## src/rtl/cpu_pkg.sv

```systemverilog
// Shared definitions for the fetch stage: next-PC source encodings,
// reset defaults and the fetch FSM state type.
package cpu_pkg;

  localparam logic [1:0] NPC_SEQ = 2'b00;
  localparam logic [1:0] NPC_BR  = 2'b01;
  localparam logic [1:0] NPC_J   = 2'b10;
  localparam logic [1:0] NPC_JR  = 2'b11;

  localparam logic [31:0] RESET_PC_DEFAULT = 32'h0000_3000;
  localparam logic [31:0] NOP_WORD_DEFAULT = 32'h0000_0000;

  typedef enum logic {
    FETCH = 1'b0,
    HOLD  = 1'b1
  } fetch_state_t;

  // A word address must have its two low bits clear.
  function automatic logic word_misaligned(input logic [31:0] addr);
    return (addr[1:0] != 2'b00);
  endfunction

endpackage

```

## src/rtl/ifetch_unit_npc_calc.sv

```systemverilog
// Combinational next-PC selection for the fetch stage, plus the flag that
// marks a jr target with nonzero low address bits.
module npc_calc
  import cpu_pkg::*;
(
  input  logic [31:0] pc,
  input  logic [31:0] instr,
  input  logic [1:0]  npc_sel,
  input  logic        br_taken,
  input  logic [31:0] ext_imm,
  input  logic [31:0] jr_target,
  output logic [31:0] npc,
  output logic        misalign
);

  logic [31:0] seq_s;
  logic [31:0] br_s;

  assign seq_s = pc + 32'd4;
  assign br_s  = seq_s + {ext_imm[29:0], 2'b00};

  // Pick the next fetch address; jr always drops the low two bits.
  always_comb begin
    npc      = seq_s;
    misalign = 1'b0;
    case (npc_sel)
      NPC_SEQ: npc = seq_s;
      NPC_BR: begin
        if (br_taken) begin
          npc = br_s;
        end else begin
          npc = seq_s;
        end
      end
      NPC_J:   npc = {seq_s[31:28], instr[25:0], 2'b00};
      NPC_JR: begin
        npc      = {jr_target[31:2], 2'b00};
        misalign = word_misaligned(jr_target);
      end
      default: npc = seq_s;
    endcase
  end

endmodule

```

## src/rtl/ifetch_unit.sv

```systemverilog
// Instruction fetch stage: PC and instruction registers, a FETCH/HOLD
// handshake with instruction memory, and a pulse for misaligned jr targets.
module ifetch_unit
  import cpu_pkg::*;
#(
  parameter logic [31:0] RESET_PC = RESET_PC_DEFAULT,
  parameter logic [31:0] NOP_WORD = NOP_WORD_DEFAULT
) (
  input  logic        clk,
  input  logic        rst,
  output logic        imem_req,
  output logic [31:0] imem_addr,
  input  logic [31:0] imem_rdata,
  input  logic        imem_ready,
  input  logic        stall,
  input  logic [1:0]  npc_sel,
  input  logic        br_taken,
  input  logic [31:0] ext_imm,
  input  logic [31:0] jr_target,
  output logic [31:0] instr,
  output logic [15:0] imm16,
  output logic        instr_valid,
  output logic [31:0] pc,
  output logic [31:0] pc_plus4,
  output logic        addr_err
);

  fetch_state_t state_r;
  fetch_state_t state_s;
  logic [31:0]  pc_r;
  logic [31:0]  instr_r;
  logic         valid_r;
  logic         addr_err_r;
  logic [31:0]  npc_s;
  logic         misalign_s;

  npc_calc u_npc_calc (
    .pc        (pc_r),
    .instr     (instr_r),
    .npc_sel   (npc_sel),
    .br_taken  (br_taken),
    .ext_imm   (ext_imm),
    .jr_target (jr_target),
    .npc       (npc_s),
    .misalign  (misalign_s)
  );

  // Next-state: leave FETCH on ready, leave HOLD when not stalled.
  always_comb begin
    state_s = state_r;
    case (state_r)
      FETCH: begin
        if (imem_ready) begin
          state_s = HOLD;
        end else begin
          state_s = FETCH;
        end
      end
      HOLD: begin
        if (!stall) begin
          state_s = FETCH;
        end else begin
          state_s = HOLD;
        end
      end
      default: state_s = FETCH;
    endcase
  end

  // State, PC/IR registers and the one-cycle addr_err pulse.
  always_ff @(posedge clk) begin
    if (rst) begin
      state_r    <= FETCH;
      pc_r       <= RESET_PC;
      instr_r    <= NOP_WORD;
      valid_r    <= 1'b0;
      addr_err_r <= 1'b0;
    end else begin
      state_r    <= state_s;
      addr_err_r <= 1'b0;
      case (state_r)
        FETCH: begin
          if (imem_ready) begin
            instr_r <= imem_rdata;
            valid_r <= 1'b1;
          end
        end
        HOLD: begin
          if (!stall) begin
            pc_r       <= npc_s;
            instr_r    <= NOP_WORD;
            valid_r    <= 1'b0;
            addr_err_r <= misalign_s;
          end
        end
        default: begin
          instr_r <= NOP_WORD;
          valid_r <= 1'b0;
        end
      endcase
    end
  end

  assign imem_req    = (state_r == FETCH);
  assign imem_addr   = pc_r;
  assign pc          = pc_r;
  assign instr       = instr_r;
  assign imm16       = instr_r[15:0];
  assign instr_valid = valid_r;
  assign pc_plus4    = pc_r + 32'd4;
  assign addr_err    = addr_err_r;

endmodule

```

## config.mk

```make
export PLATFORM = sky130hd
export DESIGN_NAME = ifetch_unit
export DESIGN_NICKNAME = d
export VERILOG_FILES = /design/src/rtl/cpu_pkg.sv /design/src/rtl/ifetch_unit_npc_calc.sv /design/src/rtl/ifetch_unit.sv
export SDC_FILE = /design/constraint.sdc
export NUM_CORES = 1
export LEC_CHECK = 0
export ABC_AREA = 1
export CAP_MARGIN = 20
export CORE_AREA = 2 2 130 132
export DETAILED_ROUTE_END_ITERATION = 10
export DIE_AREA = 0 0 132 134
export GPL_ROUTABILITY_DRIVEN = 0
export PLACE_DENSITY = 0.84
export SLEW_MARGIN = 20
export SYNTH_ARGS = -nofsm -noshare
export SYNTH_HDL_FRONTEND = slang
export SYNTH_SLANG_ARGS = --single-unit
```

## constraint.sdc

```tcl
create_clock -name clk -period 3 [get_ports clk]
set_clock_uncertainty 0.1 [all_clocks]
set_input_delay 0.6 -clock clk [delete_from_list [all_inputs] [get_ports clk]]
set_output_delay 0.6 -clock clk [all_outputs]
set_load 0.05 [all_outputs]
```

# [Word-level counts from Yosys, hierarchy flattened]
# Index checks and enable logic that the tools add are counted.
[totals] regBits=67 output_inout_bits=147 elab_cells=31
[classes] n_addsub=2 eq_ne=5 n_mux=11 bitwise_logic=3 reduce_logical=5
[op_table] operator="$pmux 32 s4" count=1
[op_table] operator="$mux 32" count=3
[op_table] operator="$pmux 32 s2" count=1
[op_table] operator="$add 32x3->32 const B" count=1
[op_table] operator="$add 32x32->32" count=1
[op_table] operator="$eq 2x2->1 const B" count=2
[op_table] operator="$mux 1" count=4
[op_table] operator="$pmux 1 s2" count=2
[op_table] operator="$reduce_and 2->1" count=2
[op_table] operator="$reduce_or 4->1" count=1
[op_table] operator="$not 1->1" count=3
[op_table] operator="$eq 2x1->1 const B" count=1
[op_table] operator="$logic_not 2->1" count=1
[op_table] operator="$ne 2x1->1 const B" count=1
[op_table] operator="$ne 2x2->1 const B" count=1
[op_table] operator="$reduce_bool 2->1" count=1

# [Logic depth before layout (Yosys ltp)]
# Gate-level depths: netlist (run 1).
[logic_depth] word_depth=4 mapped_depth=26 depth_no_buf=26

# [Hierarchy]
# Synthesis (run 1) repeated with hierarchy kept, for this count alone.
[hier_totals] hier_cells=1361 hier_area_um2=7807.5
[modules_own_cells] module="npc_calc" instances=1 cells_per_inst=873 area_per_inst_um2=4310.4
[modules_own_cells] module="ifetch_unit" instances=1 cells_per_inst=488 area_per_inst_um2=3497.1

# [Worst setup path after synthesis (run 1)]
# No wires, ideal clock.
[synth_timing] path_kind="register to register" from="reg pc_r[3], in the netlist imem_addr[3]" to="reg pc_r[22], in the netlist imem_addr[22]" setup_ns=0.109 arrival_ns=3.861 t_required_ns=2.791 path_slack_ns=-1.071 stages_incl_launch_ff=20 path_buffers=0 synth_period_minus_slack_ns=4.071 path_cell_list="dfxtp_1 ha_1 nand2_2 inv_2 nand3_2 nor2_4 nand2_1 xnor2_1 ha_1 nand2_1 inv_1 a21oi_1 nand3_1 nand2_1 nand2_1 or2_2 nand3_1 nand3_1 nand2_1 inv_1"
[synth_via] elab_chain_len=4
[synth_lines] item="from (decl)" line="ifetch_unit.sv:30" source="logic [31:0] pc_r;"
[synth_lines] item="from (signal assigned)" line="ifetch_unit.sv:90" source="pc_r <= npc_s;"
[synth_lines] item="$add 32x3->32"
[synth_lines] item="via pc_plus4[12]" line="ifetch_unit.sv:24" source="output logic [31:0] pc_plus4,"
[synth_lines] item="$add 32x32->32" line="ifetch_unit_npc_calc.sv:20" source="assign br_s = seq_s + {ext_imm[29:0], 2'b00};"
[synth_lines] item="$mux 32" line="ifetch_unit_npc_calc.sv:29" source="if (br_taken) begin"
[synth_lines] item="$pmux 32 s4" line="ifetch_unit_npc_calc.sv:26" source="case (npc_sel)"
# The timed path passes the listed nets, and every way through them passes these cells.
# A chain may end at the register's enable or synchronous reset.

# [Worst setup path in the final report (run 1)]
[layout_timing] from="reg pc_r[12], in the netlist imem_addr[12]" to="reg pc_r[23], in the netlist imem_addr[23]"
[layout_via] elab_chain_len=4
[layout_lines] item="$add 32x3->32 *" line="ifetch_unit_npc_calc.sv:19" source="assign seq_s = pc + 32'd4;"
[layout_lines] item="$add 32x32->32" line="ifetch_unit_npc_calc.sv:20"
[layout_lines] item="$mux 32" line="ifetch_unit_npc_calc.sv:29"
[layout_lines] item="$pmux 32 s4 *" line="ifetch_unit_npc_calc.sv:26"
# Every way passes the cells marked *; elsewhere a longest branch is shown, timed or not.

==> impl_metrics.tcl, run 1 <==
set metrics [dict create \
    routed_via_density 5.47 \
    buffer_ports.inserted 241 \
    top_level_ports 250 \
    hold_depth 2 \
    synth_area_per_cell_um2 5.79 \
    setup_violations 10 \
    cts_made_buffers 9 \
    timing.hold.worst.start "instr[26]" \
    fin_nets 1607 \
    finalInstanceArea_mm2 0.0113 \
    holdCritPathClass "reg2reg" \
    floorplan.die.width_um 132 \
    clock_sink_count 65 \
    die_h_um 134 \
    path_max_fanout 4 \
    antenna_found_initial 0 \
    seq_area_frac_synth_pct 19.9 \
    ctsRootBufferMaster "sky130_fd_sc_hd__clkbuf_16" \
    global_route.overflow_total 0 \
    worstSetupPathType "reg2reg" \
    placeableCoreArea_mm2 0.0163 \
    hold_buffers 0 \
    crit_family "simple AND/OR/NAND/NOR gates" \
    unrepaired_setup_endpoints_after_global_routing "true" \
    worst-path-stages 20 \
    yosys_warn_count 0 \
    crit_path_top_delay_cell "sky130_fd_sc_hd__dfxtp_4" \
    drcViolationCount 0 \
    synth.ff_latch_count 65 \
    ys_top_cells_by_area "sky130_fd_sc_hd__dfxtp_1 20%, sky130_fd_sc_hd__nand2_1 18%, sky130_fd_sc_hd__nand3_1 9.0%" \
    power-per-cell-area_mw_per_mm2 341 \
    critPathRequiredTime_ns 3.13 \
    antennaDiodeCount 0 \
    cp_cell_sequence "nand2_1, nor2_2, nand2_1, nor2_1, buf_4, xor2_4, ha_4, nand2_2, inv_1, nand2_1, nand2_1, a21oi_2, buf_4, a21oi_2, o21bai_1, nand3_2, nand2_1, nand2_1, nand2_1, nand2_1" \
    final.period_utilization_pct 103 \
    h-tree-depth 3 \
    cp_launch_point "imem_addr[12]" \
    synthArstFlopShare_pct 0 \
    synth_area_leader_cell "sky130_fd_sc_hd__dfxtp_1" \
    worstPathBufferInverterCount 3 \
    worst_slew_pin_slew_ns 0.605 \
    post-route-worst-setup-slack_ns -0.0960 \
    grt_total_usage_pct 29.1 \
    fp-row-count 47 \
    syn-instance-count 1128 \
    clock_latency_ns 0.33 \
    max_freq_mhz 323 \
    finish.utilization_pct 69.5 \
    grt_pass1_wl_um 41100 \
    r2r-start "imem_addr[12]" \
    netlist-cell-type-count 43 \
    relSlewSlack_pct 59.7 \
    violations_in_the_final_reports "negative setup slack" \
    vias 9265 \
    dr.pass1.iters 6 \
    critical_path.most_common_cell "sky130_fd_sc_hd__nand2_1" \
    status "complete, but fails checks" \
    ant_nets 0 \
    final_cell_mix "276 x sky130_fd_sc_hd__nand2_1, 216 x sky130_fd_sc_hd__clkdlybuf4s50_1, 185 x sky130_fd_sc_hd__buf_4" \
    initial_core_util_pct 40.1 \
    finalWirelength_um 30200 \
    slew_violations 0 \
    final_critical_period_ns 3.10 \
    syn_to_final_growth_pct 73.2 \
    cap_viol_max_count 0 \
    drt-wirelength-per-cell_um 17.8 \
    design_power_total_mw 3.87 \
    final_hold_viol_count 0 \
    synthDominantCellAreaShare_pct 19.9 \
    endpoint_kind "register" \
    dp_hpwl_um 21200 \
    ctsLongestPathBuffers 2 \
    grt_max_degree 51 \
    cts.reportedPaths.clkPinSlew_ns 0.06 \
    worst_setup_path_start_kind "register" \
    die_area_mm2 0.0177 \
    peakVddDrop_mv 0.324 \
    synth_top_flop_cell "sky130_fd_sc_hd__dfxtp_1" \
    reg2regPathDepth 20 \
    placed_cell_area_mm2 0.0101 \
    total_leakage_power_nw 5.14 \
    layout.filler_cells 1202 \
    timing.critical_path.arrival_ns 3.23 \
    synth_enable_flop_cells 0 \
    place_ws_ns -0.166 \
    drt_first_iter_violations 1109 \
    cts_tree "built" \
    critical-path-max-stage-delay_ns 0.37 \
    share_of_final_layout_standard_cells_stronger_than_drive_strength_1_pct 29.1 \
    syn-cell-area_mm2 0.00654 \
    layout.cells.most_common "sky130_fd_sc_hd__nand2_1" \
    number_of_global_route_vias_before_repair 8209 \
]
-- power by group --
group | total, mW | internal [mW] | switching (mW)
Sequential | 0.968 | 0.914 | 0.0540
Clock | 1.05 | 0.661 | 0.391
Combinational | 1.84 | 0.726 | 1.12
-- cell type report --
cell class	instances	area [µm²]	area share, %
repair buffers	410	3700	32.7
flip-flops and latches	65	1350	11.9
clock inverters	3	41.3	0.365
inverters	165	631	5.57
well taps	220	275	2.43
clock buffers	12	246	2.18
multi-input cells	818	5080	44.9
-- cell usage after synthesis, types with 2 or more instances --
cell                       instances
sky130_fd_sc_hd__a21o_1            2
sky130_fd_sc_hd__a21oi_1          88
sky130_fd_sc_hd__a221oi_1          4
sky130_fd_sc_hd__a22o_1            5
sky130_fd_sc_hd__and2_1            2
sky130_fd_sc_hd__buf_1             3
sky130_fd_sc_hd__buf_2             5
sky130_fd_sc_hd__buf_4            52
sky130_fd_sc_hd__clkbuf_1         25
sky130_fd_sc_hd__dfxtp_1          65
sky130_fd_sc_hd__ha_1             34
sky130_fd_sc_hd__inv_1           157
sky130_fd_sc_hd__inv_2             8
sky130_fd_sc_hd__nand2_1         314
sky130_fd_sc_hd__nand2_2           7
sky130_fd_sc_hd__nand3_1         118
sky130_fd_sc_hd__nand3_2           4
sky130_fd_sc_hd__nand3b_1          8
sky130_fd_sc_hd__nand4_1          15
sky130_fd_sc_hd__nor2_1          100
sky130_fd_sc_hd__nor2_2            7
sky130_fd_sc_hd__nor2_4            3
sky130_fd_sc_hd__nor3_1            7
sky130_fd_sc_hd__o211ai_1          4
sky130_fd_sc_hd__o21ai_0          38
sky130_fd_sc_hd__o21ai_1           9
sky130_fd_sc_hd__o21bai_1          8
sky130_fd_sc_hd__o31ai_1           3
sky130_fd_sc_hd__or2_2             4
sky130_fd_sc_hd__xnor2_1           6
sky130_fd_sc_hd__xor2_1           11
-- cells by family (layout without fill, tap and decap cells) --
family,count (synthesis),after routing,share of synthesized area (%)
AO/OA/AOI/OAI,168,168,14.4
buffers and inverters,250,590,17.4
flip-flops,65,65,19.9
adder cells (fa/ha/maj),35,35,6.81
other,1,6,0.0574
XOR/XNOR,17,17,2.28
AND/OR/NAND/NOR,592,592,39.1
-- timing repair --
item / in CTS / in global routing
setup buffers: 0 / 14
gates resized for setup: 21 / 168
cloned: 0 / 0
pin swaps: 2 / 56
endpoints found under the setup margin: 14 / 20
-- registers in the layout (all words and copies together) (netlist names) --
name / cells
addr_err: 1
imem_addr: 30
instr: 32
instr_valid: 1
state_r: 1
-- metal layers --
metal  wire length (µm)  track usage, %  up-vias
met4               1670            12.9        0
li1                   -               -     4247
met2              14000            48.8      646
met1              11100            36.7     4224
met5                  0               0        -
met3               3390            5.10      148
-- final timing paths --
check	slack (ns)	to
max	-0.1	imem_addr[23]
min	0.38	instr[26]
max reg2reg	-0.1	imem_addr[23]
min reg2reg	0.38	instr[26]
-- through the flow --
stage	instances	hold slack, ns	setup TNS, ns
after floorplan	1133	0.377	-2.76
after global placement	1664	0.366	-0.535
after detailed placement	1664	0.378	-1.16
after CTS	1679	0.391	-0.117
after global routing	1693	0.416	-3.08
final	1693	0.385	-0.222
-- worst register-to-register path, cell delays in order, from the launching register on --
cell                       delay [ns]
sky130_fd_sc_hd__dfxtp_4         0.37
sky130_fd_sc_hd__nand2_1         0.12
sky130_fd_sc_hd__nor2_2          0.17
sky130_fd_sc_hd__nand2_1         0.12
sky130_fd_sc_hd__nor2_1          0.11
sky130_fd_sc_hd__buf_4           0.14
sky130_fd_sc_hd__xor2_4          0.29
sky130_fd_sc_hd__ha_4            0.26
sky130_fd_sc_hd__nand2_2         0.11
sky130_fd_sc_hd__inv_1           0.05
sky130_fd_sc_hd__nand2_1         0.06
sky130_fd_sc_hd__nand2_1         0.10
sky130_fd_sc_hd__a21oi_2         0.22
sky130_fd_sc_hd__buf_4           0.15
sky130_fd_sc_hd__a21oi_2         0.06
sky130_fd_sc_hd__o21bai_1        0.18
sky130_fd_sc_hd__nand3_2         0.15
sky130_fd_sc_hd__nand2_1         0.09
sky130_fd_sc_hd__nand2_1         0.05
sky130_fd_sc_hd__nand2_1         0.06
sky130_fd_sc_hd__nand2_1         0.04
No activity file was read; power rests on OpenSTA's default activity.
==> inputs of run 2 (changes only) <==
- PLACE_DENSITY: 0.84 -> 0.77
==> run 2 against run 1 <==
Net effect: the run still ends with negative setup slack left; sequential share of layout area is 0.14 points higher; core utilization is 0.96 points lower; wire length is 7.0% lower; register-to-register slack hardly changed; critical path type unchanged; critical endpoint is now imem_addr[29].
==> impl_metrics.tcl, run 2 (synthesis results as in run 1) <==
set metrics [dict create \
    power-per-cell-area_mw_per_mm2 344 \
    non_filler_cells_in_the_finished_layout 1692 \
    total_leakage_power_nw 5.14 \
    die_area_mm2 0.0177 \
    relSlewSlack_pct 60.3 \
    h-tree-depth 3 \
    dr.pass1.iters 5 \
    drt-wirelength-per-cell_um 16.6 \
    dp_hpwl_um 21200 \
    place_ws_ns -0.183 \
    ant_nets 0 \
    max_freq_mhz 323 \
    floorplan.die.width_um 132 \
    layout.cells.most_common "sky130_fd_sc_hd__nand2_1" \
    hold-worst-slack_ns 0.384 \
    seq_power_share_pct 25.2 \
    fin_nets 1605 \
    number_of_global_route_vias_before_repair 8314 \
    final_critical_period_ns 3.09 \
    worst-path-stages 22 \
    timing.critical_path.arrival_ns 3.24 \
    critPathRequiredTime_ns 3.14 \
    placed_cell_area_mm2 0.0101 \
    global_route.overflow_total 0 \
    antennaDiodeCount 0 \
    final_hold_viol_count 0 \
    placeableCoreArea_mm2 0.0163 \
    cp_cell_sequence "ha_4, nand2_4, inv_4, nand4_1, nor2_2, nand2_2, nor2_2, nand2_1, nand2_2, clkinvlp_4, ha_4, nand2_2, nand2_2, o21bai_4, a21oi_2, nor2_1, nor2_1, nand3_1, nand3_2, nand3_2, nand2_1, inv_1" \
    finish.utilization_pct 68.5 \
    ctsLongestPathBuffers 2 \
    final.period_utilization_pct 103 \
    grt_total_usage_pct 29.3 \
    hold_depth 2 \
    die_h_um 134 \
    violations_in_the_final_reports "negative setup slack" \
    slew_violations 0 \
    flip_flop_count_of_the_largest_register_all_copies_and_words_added 32 \
    worst_setup_path_start_kind "register" \
    ctsRootBufferMaster "sky130_fd_sc_hd__clkbuf_16" \
    holdCritPathClass "reg2reg" \
    vias 8811 \
    cts_tree "built" \
    cts.reportedPaths.clkPinSlew_ns 0.06 \
    post-route-worst-setup-slack_ns -0.0939 \
    reg2regPathDepth 22 \
    syn_to_final_growth_pct 70.8 \
    critical_path.most_common_cell "sky130_fd_sc_hd__nand2_2" \
    top_level_ports 250 \
    peakVddDrop_mv 0.316 \
    share_of_final_layout_standard_cells_stronger_than_drive_strength_1_pct 26.4 \
    worst_slew_pin_slew_ns 0.595 \
    unrepaired_setup_endpoints_after_global_routing "true" \
    path_max_fanout 4 \
    drt_first_iter_violations 603 \
    place_inst 1663 \
    clock_latency_ns 0.34 \
    worstPathBufferInverterCount 3 \
    finalSetupTns_ns -0.591 \
    internal_power_mw 2.29 \
    crit_path_top_delay_cell "sky130_fd_sc_hd__dfxtp_4" \
    comb_power_share_pct 46.5 \
    antenna_found_initial 0 \
    crit_family "simple AND/OR/NAND/NOR gates" \
    worstSetupPathType "reg2reg" \
    switchingPower_mw 1.55 \
    status "complete, but fails checks" \
    grt_max_degree 51 \
    finalWirelength_um 28100 \
    endpoint_kind "register" \
    finalInstanceArea_mm2 0.0112 \
    drcViolationCount 0 \
    clock_sink_count 65 \
    fp-row-count 47 \
    hold_buffers 0 \
    p_clk_share_pct 28.3 \
    setup_violations 11 \
    critical-path-max-stage-delay_ns 0.38 \
    power.switching_fraction_pct 40.4 \
    buffer_ports.inserted 241 \
    routed_via_density 5.21 \
    cap_viol_max_count 0 \
    initial_core_util_pct 40.1 \
    final_cell_mix "279 x sky130_fd_sc_hd__nand2_1, 216 x sky130_fd_sc_hd__clkdlybuf4s50_1, 181 x sky130_fd_sc_hd__buf_4" \
    design_power_total_mw 3.84 \
    grt_pass1_wl_um 41100 \
    cts_made_buffers 9 \
]
-- run 2: cell count changes in the layout (fill, tap and decap cells not counted), sizes merged --
cell      delta
clkinv       +2
buf          -2
clkinvlp     +1
clkbuf       -1
inv          -1
-- run 2: repair_timing --
| item | CTS | global route |
|---|---|---|
| buffers inserted | 5 | 8 |
| endpoints found under the setup margin | 14 | 21 |
| gates resized for setup | 34 | 116 |
| pin swaps | 9 | 44 |
-- run 2: routing by layer --
layer,GRT usage (%),vias to the layer above,part of all wire (%)
met2,50.7,449,48
met5,0,-,0
met1,36.3,4045,39
met3,4.72,70,9.6
li1,-,4247,-
met4,12.2,0,3.4
-- run 2: worst paths after layout --
check	start	end	slack (ns)
min	instr[28]	instr[28]	0.38
max	imem_addr[2]	imem_addr[29]	-0.09
max reg2reg	imem_addr[2]	imem_addr[29]	-0.09
min reg2reg	instr[28]	instr[28]	0.38
-- run 2: power groups by stage --
stage          sequential [mW]  clock [mW]  combinational, mW
2_1_floorplan             1.16           0              0.805
3_3_place_gp             0.982           0               1.61
3_5_place_dp             0.984           0               1.62
4_1_cts                  0.965        1.09               1.65
5_1_grt                  0.975        1.12               1.89
6_report                 0.969        1.09               1.78
-- run 2: area by class of cell --
cell class                 instances  area (µm²)
timing repair buffer             408        3700
sequential                        65        1350
fill                            1370        5130
clock inverter                     5        56.3
multi-input combinational        818        4910
clock buffer                      11         243
inverter                         165         633
tap                              220         275
-- run 2: worst min-delay path: cells and delay by family, from the launching register on --
kind / cells / cell delay, ns
and+or+nand+nor: 1 / 0.07
DFF: 1 / 0.31
AOI/OAI and AO/OA: 1 / 0.05
==> inputs of run 3 (changes only) <==
- PLACE_DENSITY: 0.77 -> 0.75
- RECOVER_POWER: unset -> 50
==> run 3 against run 2 <==
Net effect: the run ends with max-capacitance violations, max-slew violations, negative setup slack left; worst setup slack improved by 0.013 ns; global-route usage increased by 0.29 points; worst hold slack got worse by 0.011 ns; largest power group unchanged; sequential share of layout area decreased by 0.24 points; first-iteration DRC count increased by 22%; highest routed layer unchanged.
==> impl_metrics.tcl, run 3 (synthesis results as in run 1) <==
set metrics [dict create \
    status "complete, but fails checks" \
    violations_in_the_final_reports "max-capacitance violations, max-slew violations, negative setup slack" \
    dp_hpwl_um 21500 \
    relSlewSlack_pct -0.147 \
    timing.critical_path.arrival_ns 3.22 \
    grt_total_usage_pct 29.6 \
    drcViolationCount 0 \
    power.switching_fraction_pct 40.9 \
    antennaDiodeCount 0 \
    unrepaired_setup_endpoints_after_global_routing "true" \
    ant_nets 0 \
    share_of_final_layout_standard_cells_stronger_than_drive_strength_1_pct 30.2 \
    critPathRequiredTime_ns 3.14 \
    vias 8976 \
    cts.reportedPaths.clkPinSlew_ns 0.06 \
    cts_made_buffers 9 \
    global_route.overflow_total 0 \
    final_cell_mix "265 x sky130_fd_sc_hd__nand2_1, 190 x sky130_fd_sc_hd__clkdlybuf4s50_1, 180 x sky130_fd_sc_hd__buf_4" \
    drt-wirelength-per-cell_um 17.0 \
    critical-path-max-stage-delay_ns 0.38 \
    top_level_ports 250 \
    die_h_um 134 \
    crit_path_top_delay_cell "sky130_fd_sc_hd__dfxtp_4" \
    drt_first_iter_violations 737 \
    syn_to_final_growth_pct 74.7 \
    place_inst 1662 \
    routed_via_density 5.29 \
    number_of_global_route_vias_before_repair 8239 \
    post-route-worst-setup-slack_ns -0.0811 \
    total_leakage_power_nw 5.29 \
    finalWirelength_um 28900 \
    p_clk_share_pct 27.1 \
    holdCritPathClass "reg2reg" \
    grt_pass1_wl_um 41600 \
    initial_core_util_pct 40.1 \
    hold-worst-slack_ns 0.372 \
    finish.utilization_pct 70.1 \
    max_freq_mhz 325 \
    buffer_ports.inserted 241 \
    ctsRootBufferMaster "sky130_fd_sc_hd__clkbuf_16" \
    path_max_fanout 4 \
    final_critical_period_ns 3.08 \
    flip_flop_count_of_the_largest_register_all_copies_and_words_added 32 \
    floorplan.die.width_um 132 \
    ctsLongestPathBuffers 2 \
    non_filler_cells_in_the_finished_layout 1698 \
    placeableCoreArea_mm2 0.0163 \
    worst_slew_pin_slew_ns 1.50 \
    comb_power_share_pct 47.6 \
    switchingPower_mw 1.57 \
    grt_max_degree 35 \
    h-tree-depth 3 \
    critical_path.most_common_cell "sky130_fd_sc_hd__nand2_1" \
    cap_viol_max_count 1 \
    endpoint_kind "register" \
    die_area_mm2 0.0177 \
    antenna_found_initial 0 \
    final.period_utilization_pct 103 \
    fp-row-count 47 \
    seq_power_share_pct 25.2 \
    peakVddDrop_mv 0.336 \
    dr.pass1.iters 5 \
    internal_power_mw 2.26 \
    power-per-cell-area_mw_per_mm2 336 \
    setup_violations 6 \
    slew_violations 34 \
    final_hold_viol_count 0 \
    layout.cells.most_common "sky130_fd_sc_hd__nand2_1" \
    cp_cell_sequence "ha_4, nand2_4, inv_4, nand4_1, nor2_2, nand2_2, nor2_4, nand2_2, nand2_4, clkinvlp_4, ha_4, nand2_4, nor2_4, nand2_2, nand2_2, buf_6, a21oi_1, nand2_1, nand3_2, nand2_1, nand2_1, nand2_1, nand2_1" \
    worstSetupPathType "reg2reg" \
    clock_sink_count 65 \
    clock_latency_ns 0.34 \
    worst_setup_path_start_kind "register" \
    cts_tree "built" \
    fin_nets 1611 \
]
[run 3: changes by cell type in the layout (fill, tap and decap cells not counted), sizes merged, moves of 2 or more]
cell and delta:
clkdlybuf4s50 -26, dlygate4sd3 +25, buf +5, clkbuf +2
[run 3: per-layer routing]
| metal | GRT usage, % | share of wire, % | vias up |
|---|---|---|---|
| li1 | - | - | 4255 |
| met1 | 36.7 | 38 | 4100 |
| met2 | 51.0 | 48 | 533 |
| met3 | 5.93 | 10 | 88 |
| met4 | 10.9 | 3.5 | 0 |
| met5 | 0 | 0 | - |
[run 3: cell type report]
| class | count | area (µm²) |
|---|---|---|
| clock buffers | 12 | 268 |
| flip-flops and latches | 65 | 1350 |
| well taps | 220 | 275 |
| clock inverters | 4 | 23.8 |
| fillers | 1286 | 4870 |
| repair buffers | 414 | 3780 |
| multi-input cells | 818 | 5090 |
| inverters | 165 | 633 |
[run 3: repair_timing]
action | CTS | global route
resized for setup | 33 | 181
hold buffers | 0 | 0
pin swaps | 9 | 84
buffers inserted | 4 | 17
setup endpoints to repair | 11 | 22
[run 3: through the flow]
stage               area [µm²]  power (mW)  setup slack [ns]  setup TNS [ns]
finish                   11400        3.83           -0.0811          -0.323
global route             11400        3.99            -0.212           -2.33
CTS                      10600        3.67          -0.00510        -0.00510
detailed placement       10100        2.61            -0.171           -1.25
global placement         10100        2.59            -0.136          -0.725
floorplan                 6790        1.96            -0.255           -2.76
[run 3: worst max-delay path, delay by kind of cell (launching register included)]
family / cells / cell delay (ns)
AO/OA/AOI/OAI: 1 / 0.03
adder cells (fa/ha/maj): 2 / 0.48
buffers and inverters: 3 / 0.29
flip-flops: 1 / 0.38
AND/OR/NAND/NOR: 17 / 1.68
[run 3: power groups by stage]
stage	Combinational, mW	Sequential [mW]	Clock [mW]
floorplan	0.805	1.16	0
finish	1.83	0.967	1.04
global placement	1.61	0.981	0
global route	1.93	0.973	1.09
CTS	1.66	0.965	1.05
detailed placement	1.62	0.982	0
[run 3: worst paths after layout]
kind                 from            end  slack, ns  cells past startpoint
max reg2reg  imem_addr[3]  imem_addr[23]      -0.08                     23
max          imem_addr[3]  imem_addr[23]      -0.08                     23
min reg2reg   instr_valid    instr_valid       0.37                      2
min           instr_valid    instr_valid       0.37                      2
